File: src/rtl/bulls_cows_game_ctrl.sv
`default_nettype none
// ============================================================================
// Module   : bulls_cows_game_ctrl
// Purpose  : Game sequencer for the two-digit hex bulls-and-cows scorer.
// Revision : 1.0  initial release
// ============================================================================
module bulls_cows_game_ctrl #(
    parameter int MAX_TRIES = 8,
    parameter int CNT_W     = 4
) (
    input  logic             clk,
    input  logic             rst,
    input  logic             set_secret,
    input  logic [7:0]       secret_in,
    input  logic             guess_valid,
    input  logic [7:0]       guess_in,
    output logic             guess_ready,
    output logic [7:0]       score_s,
    output logic [7:0]       score_g,
    input  logic [1:0]       score_bulls,
    input  logic [1:0]       score_cows,
    output logic             result_valid,
    output logic [1:0]       bulls,
    output logic [1:0]       cows,
    output logic [CNT_W-1:0] attempts,
    output logic             secret_err,
    output logic             guess_err,
    output logic             win,
    output logic             lose
);

    typedef enum logic [1:0] {
        S_IDLE  = 2'd0,
        S_WAIT  = 2'd1,
        S_SCORE = 2'd2,
        S_DONE  = 2'd3
    } state_t;

    localparam logic [CNT_W:0] c_max_tries = (CNT_W+1)'(MAX_TRIES);

    state_t           r_state;
    logic [7:0]       r_secret;
    logic [7:0]       r_guess;
    logic [CNT_W:0]   w_att_inc;
    logic [CNT_W-1:0] w_att_sat;
    logic             w_secret_dup;
    logic             w_guess_dup;

    assign w_att_inc    = {1'b0, attempts} + (CNT_W+1)'(1);
    assign w_att_sat    = (&attempts) ? attempts : w_att_inc[CNT_W-1:0];
    assign w_secret_dup = (secret_in[7:4] == secret_in[3:0]);
    assign w_guess_dup  = (guess_in[7:4] == guess_in[3:0]);

    assign guess_ready = (r_state == S_WAIT);
    assign score_s     = r_secret;
    assign score_g     = r_guess;

    always_ff @(posedge clk or posedge rst) begin
        if (rst) begin
            r_state      <= S_IDLE;
            r_secret     <= 8'h00;
            r_guess      <= 8'h00;
            result_valid <= 1'b0;
            bulls        <= 2'd0;
            cows         <= 2'd0;
            attempts     <= '0;
            secret_err   <= 1'b0;
            guess_err    <= 1'b0;
            win          <= 1'b0;
            lose         <= 1'b0;
        end else begin
            result_valid <= 1'b0;
            secret_err   <= 1'b0;
            guess_err    <= 1'b0;
            // A new secret overrides any in-flight scoring and the same-cycle guess.
            if (set_secret) begin
                if (w_secret_dup) begin
                    secret_err <= 1'b1;
                    r_state    <= S_IDLE;
                end else begin
                    r_secret <= secret_in;
                    attempts <= '0;
                    bulls    <= 2'd0;
                    cows     <= 2'd0;
                    win      <= 1'b0;
                    lose     <= 1'b0;
                    r_state  <= S_WAIT;
                end
            end else begin
                case (r_state)
                    S_WAIT: begin
                        if (guess_valid) begin
                            if (w_guess_dup) begin
                                guess_err <= 1'b1;
                            end else begin
                                r_guess <= guess_in;
                                r_state <= S_SCORE;
                            end
                        end
                    end
                    S_SCORE: begin
                        bulls        <= score_bulls;
                        cows         <= score_cows;
                        attempts     <= w_att_sat;
                        result_valid <= 1'b1;
                        if (score_bulls == 2'd2) begin
                            win     <= 1'b1;
                            r_state <= S_DONE;
                        end else if (w_att_inc == c_max_tries) begin
                            lose    <= 1'b1;
                            r_state <= S_DONE;
                        end else begin
                            r_state <= S_WAIT;
                        end
                    end
                    default: r_state <= r_state;
                endcase
            end
        end
    end

endmodule
`default_nettype wire

File: config.mk
export PLATFORM = sky130hd
export DESIGN_NAME = bulls_cows_game_ctrl
export DESIGN_NICKNAME = d
export VERILOG_FILES = /design/src/rtl/bulls_cows_game_ctrl.sv
export SDC_FILE = /design/constraint.sdc
export NUM_CORES = 1
export LEC_CHECK = 0
export ABC_CLOCK_PERIOD_IN_PS = 1340
export CAP_MARGIN = 20
export CORE_ASPECT_RATIO = 0.5
export CORE_MARGIN = 1.5
export CORE_UTILIZATION = 43
export DETAILED_ROUTE_END_ITERATION = 7
export PLACE_DENSITY_LB_ADDON = 0.08
export SLEW_MARGIN = 30
export SYNTH_ARGS = -nofsm -noshare
export SYNTH_HDL_FRONTEND = slang
export SYNTH_SLANG_ARGS = --single-unit
File: constraint.sdc
create_clock -name clk -period 1.34 [get_ports clk]
set_input_delay 0.402 -clock clk [delete_from_list [all_inputs] [get_ports clk]]
set_output_delay 0.402 -clock clk [all_outputs]
set_load 0.02 [all_outputs]
After elaboration in Yosys (flattened, before gate mapping)
Cells that the tools add are included.
{"block": "word_totals", "reg_bits": 31, "inputBits": 24, "out_inout_bits": 30, "wordCells": 70}
{"block": "classes", "add_sub_neg": 1, "eq_ne": 11, "n_mux": 32, "bitwise": 3, "reduce_logical": 12}
{"cell": "two-way mux 2 bit", "n": 10}
{"cell": "two-way mux 1 bit", "n": 17}
{"cell": "two-way mux 4 bit", "n": 4}
{"cell": "AND reduction 4 bit", "n": 3}
{"cell": "AND reduction 3 bit", "n": 3}
{"cell": "== test 4 bit", "n": 2}
{"cell": "inequality test 2 bit (second input constant)", "n": 3}
{"cell": "inequality test 3 bit (second input constant)", "n": 2}
{"cell": "nonzero test 2 bit", "n": 3}
{"cell": "adder 4 x 1 -> 5 bit (second input constant)", "n": 1}
{"cell": "== test 5 x 4 -> 1 bit (second input constant)", "n": 1}
{"cell": "== test 2 bit (second input constant)", "n": 2}
{"cell": "case mux 2 bit (2 select lines)", "n": 1}
{"cell": "AND reduction 2 bit", "n": 2}
{"cell": "inverter 1 bit", "n": 3}
{"cell": "nonzero test 3 bit", "n": 1}
{"cell": "== test 2 x 1 -> 1 bit (second input constant)", "n": 1}

Logic depth before layout (Yosys ltp)
{"block": "logic_depth", "ltp_word": 6, "depth_mapped": 5, "ltp_nobuf": 5}

Worst setup path after synthesis
Ideal clock, no wire load.
{"block": "synth_timing", "kind": "input -> register", "startpoint": "input port secret_in[3]", "endpoint": "register r_secret[1] (netlist: score_s[1])", "setup_time_ns": 0.125, "arrival_ns": 1.572, "required_time_ns": 1.215, "path_slack_ns": -0.358, "path_stages": 4, "path_cell_list": "xor2_1 -> o41ai_4 -> buf_6 -> mux2_4"}
{"block": "synth_between", "elab_chain_len": 3}
{"item": "start, declared", "line_no": "14", "rtl": "input logic [7:0] secret_in,"}
{"item": "== test 4 bit", "line_no": "51", "rtl": "assign w_secret_dup = (secret_in[7:4] == secret_in[3:0]);"}
{"item": "inverter 1 bit (no line)"}
{"item": "AND reduction 2 bit (no line)"}
{"item": "end signal, assigned", "line_no": "81", "rtl": "r_secret <= secret_in;"}
{"item": "end, declared", "line_no": "42", "rtl": "logic [7:0] r_secret;"}
No other way between the ends.
A chain may end at the register's enable or synchronous reset.

Final worst setup path
{"block": "layout_timing", "startpoint": "input port guess_in[3]", "endpoint": "register r_guess[6] (netlist: score_g[6])"}
{"block": "layout_between", "elab_chain_len": 3}
{"item": "start, declared", "line_no": "16", "rtl": "input logic [7:0] guess_in,"}
{"item": "== test 4 bit", "line_no": "52", "rtl": "assign w_guess_dup = (guess_in[7:4] == guess_in[3:0]);"}
{"item": "inverter 1 bit (no line)"}
{"item": "AND reduction 4 bit (no line)"}
{"item": "end signal, assigned", "line_no": "96", "rtl": "r_guess <= guess_in;"}
{"item": "end, declared", "line_no": "43", "rtl": "logic [7:0] r_guess;"}
No other way between the ends.

==> impl_metrics.env <==
export IMPL_run_status="finished with violations"
export IMPL_violations="negative setup slack"
export IMPL_pwr_share_seq_pct=40.6
export IMPL_path_buf_inv=1
export IMPL_critPathKind="in -> reg"
export IMPL_synth_top_family_by_area="multiplexers"
export IMPL_ys_warn_count=0
export IMPL_final_cell_area_mm2=0.00245
export IMPL_path_delay_family="simple AND/OR/NAND/NOR gates"
export IMPL_power_density_mw_per_mm2=1130
export IMPL_leakage_nw=1.20
export IMPL_hp_class="in -> reg"
export IMPL_place_congestion=0.705
export IMPL_cp_cell_sequence="buf_8, xor2_2, or4_4, nand3_4, mux2_4"
export IMPL_ys_ff_latch=31
export IMPL_core_area_mm2=0.00308
export IMPL_die_h_um=43.7
export IMPL_clk_pin_slew_ns=0.06
export IMPL_drive_gt1_share_pct=61.7
export IMPL_async_flop_share_pct=100
export IMPL_max_slew_margin_pct=77.4
export IMPL_rsz0062_at_grt="yes"
export IMPL_dieArea_mm2=0.00368
export IMPL_grt_max_degree=23
export IMPL_setup_ws_ns=-0.229
export IMPL_hpwlAfterDp_um=2320
export IMPL_synth_simple_area_share_pct=12.9
export IMPL_critPathRequiredTime_ns=1.51
export IMPL_dr_pass1_iters=4
export IMPL_htreeDepth=2
export IMPL_final_core_util_pct=79.4
export IMPL_drtIter0Drc=40
export IMPL_die_x_um=84.3
export IMPL_reg2reg_depth=5
export IMPL_cts_buffers=5
export IMPL_drtAntennaViolNets=0
export IMPL_dpl_cell_area_mm2=0.00219
export IMPL_num_antenna_cells=0
export IMPL_synthesis_area_mm2=0.00142
export IMPL_cp_end_kind="register"
export IMPL_worst_pin_slew_ns=0.338
export IMPL_p_clk_share_pct=29.0
export IMPL_finalSetupViolCount=23
export IMPL_period_share_pct=117
export IMPL_grt_pass1_wl_um=5570
export IMPL_worstPathMaxFanout=8
export IMPL_slowest_stage="or4_4"
export IMPL_synth_xor_area_share_pct=4.93
export IMPL_comb_power_share_pct=30.4
export IMPL_max_freq_mhz=637
export IMPL_drt_wl_total_um=3550
export IMPL_slew_viol_final=0
export IMPL_cp_arrival_ns=1.73
export IMPL_swShare_pct=29.2
export IMPL_p_switching_mw=0.808
export IMPL_intPower_mw=1.96
export IMPL_grt_pass1_vias=1200
export IMPL_area_delta_synth_final_pct=72.0
export IMPL_synth_area_leader_cell="dfrtp_1"
export IMPL_clock_latency_ns=0.28
export IMPL_muxShareOfSynthArea_pct=14.2
export IMPL_yosysUniqueCellTypes=32
export IMPL_synth_flop_cell="dfrtp_1"
export IMPL_port_buffers=53
export IMPL_syn_num_nets=140
export IMPL_grt_total_usage_pct=20.3
export IMPL_via_per_inst=5.02
export IMPL_synth_compound_area_share_pct=9.76
export IMPL_synth_top_area_share_pct=54.5
export IMPL_avgSynthCellArea_um2=12.5
export IMPL_cts_hold_fix_buffers=0
export IMPL_synth_edff_count=0
export IMPL_min_path_cells=2
export IMPL_clockBufferDepth=2
export IMPL_vdd_ir_drop_max_v=0.000781
export IMPL_drt_drc_violations_left=0
export IMPL_dr_total_vias=1210
export IMPL_synthCells=114
export IMPL_maxCapViolations=0
export IMPL_std_cell_rows=14
export IMPL_antenna_found_initial=0
export IMPL_ys_seq_area_share_pct=54.5
export IMPL_hold_viol=0
export IMPL_final_net_count=226
export IMPL_start_util_pct=46.1
export IMPL_grt_ovfl_total=0
export IMPL_io_pins=54
export IMPL_synth_adder_area_share_pct=1.76
export IMPL_root_buffer="clkbuf_8"
export IMPL_drt_wirelength_per_cell_um=14.7
export IMPL_cp_num_cells=5
export IMPL_fin_skew_ns=0.00326
export IMPL_period_needed_ns=1.57
export IMPL_slowest_delay_ns=0.56
export IMPL_synth_area_top_cells="dfrtp_1 55%, mux2_2 10%, xor2_1 4.9%"
export IMPL_cts_tree="done"
export IMPL_crit_path_start_kind="input port"
export IMPL_clkSinkCount=31
==> cell type report <==
| cell class | count | area (µm²) |
|---|---|---|
| Fill cell | 198 | 636 |
| Inverter | 3 | 11.3 |
| Timing Repair Buffer | 81 | 644 |
| Tap cell | 40 | 50.0 |
| Clock buffer | 8 | 100 |
| Multi-Input combinational cell | 78 | 863 |
| Sequential cell | 31 | 778 |
==> path summary, 6_finish.rpt <==
kind                                        startpoint                 endpoint  slack [ns]
worst min-delay path                       guess_in[3]   score_g[3]$_DFFE_PP0P_        0.36
worst min register to register  score_g[1]$_DFFE_PP0P_   score_g[1]$_DFFE_PP0P_        0.51
worst max register to register  r_state[0]$_DFFE_PP0P_  attempts[3]$_DFFE_PP0P_       -0.03
worst max-delay path                       guess_in[3]   score_g[6]$_DFFE_PP0P_       -0.23
max in group asynchronous                          rst  attempts[1]$_DFFE_PP0P_        0.71
min in group asynchronous                          rst   r_state[1]$_DFFE_PP0P_        0.48
==> metrics by stage <==
stage / hold WS, ns / cells / worst slack, ns / TNS [ns] / total power [mW]
6_report: 0.360 / 241 / -0.229 / -2.78 / 2.77
5_1_grt: 0.346 / 241 / -0.248 / -3.62 / 2.91
4_1_cts: 0.354 / 238 / -0.234 / -2.44 / 2.78
3_5_place_dp: 0.494 / 227 / -0.865 / -24.26 / 1.92
3_3_place_gp: 0.487 / 227 / -0.845 / -23.11 / 1.91
2_1_floorplan: 0.465 / 114 / -0.342 / -5.96 / 1.50
==> registers in the layout, summed over array words and instances, names as in the netlist, 2 cells and up <==
register	cells
r_state	2
cows	2
bulls	2
score_s	8
attempts	4
score_g	8
==> per-layer routing <==
metal	GRT usage (%)	vias to the layer above	share of wire (%)
li1	-	573	-
met1	25.4	591	43
met2	32.3	39	50
met3	6.86	7	5.5
met4	11.0	0	1.4
met5	0	-	0
==> cells in the mapped netlist (2+ instances only) <==
library cell and instances:
mux2_2 13, xor2_1 8, nor2_1 2, nand3b_1 2
nand2_1 11, nor2b_1 2, inv_1 3, and2_1 2
dfrtp_1 31, o21ai_1 3, mux2_4 3, nor4_1 2
nand3_1 4, a21oi_1 5, o21ai_0 5, ha_1 2
==> power groups by stage <==
stage	logic [mW]	clock network [mW]	registers [mW]
2_1_floorplan	0.224	0	1.28
5_1_grt	0.890	0.878	1.14
6_report	0.841	0.804	1.12
3_3_place_gp	0.779	0	1.13
3_5_place_dp	0.793	0	1.13
4_1_cts	0.840	0.822	1.12
==> kinds of logic after synthesis <==
kind of cell | Yosys count
compound gates | 20
xor+xnor | 8
fa+ha+maj | 2
buf+inv | 5
flops | 31
mux | 17
simple gates | 31
==> repair_timing <==
item,CTS,global route
gates resized for setup,186,69
pin swaps,11,16
buffers inserted,3,3
setup endpoints to repair,60,54
==> placed cells by master, fill, tap and decap left out, types with 2 or more instances in the layout <==
cell             Yosys  layout
a21oi_1              5       5
and2_1               2       2
buf_2                1      29
buf_4                0      20
buf_6                1      13
buf_8                0       4
clkbuf_2             0       4
clkbuf_8             0       7
clkdlybuf4s15_1      0       2
clkdlybuf4s15_2      0       2
clkdlybuf4s50_1      0       6
dfrtp_1             31      29
dfrtp_2              0       2
ha_4                 0       2
inv_1                3       3
mux2_4               3      16
nand2_1             11       9
nand3_2              0       3
nand3b_1             2       2
o21ai_1              3       4
o21ai_2              0       4
xor2_2               0       4
xor2_4               0       3
Power figures use the tool's default switching activity.
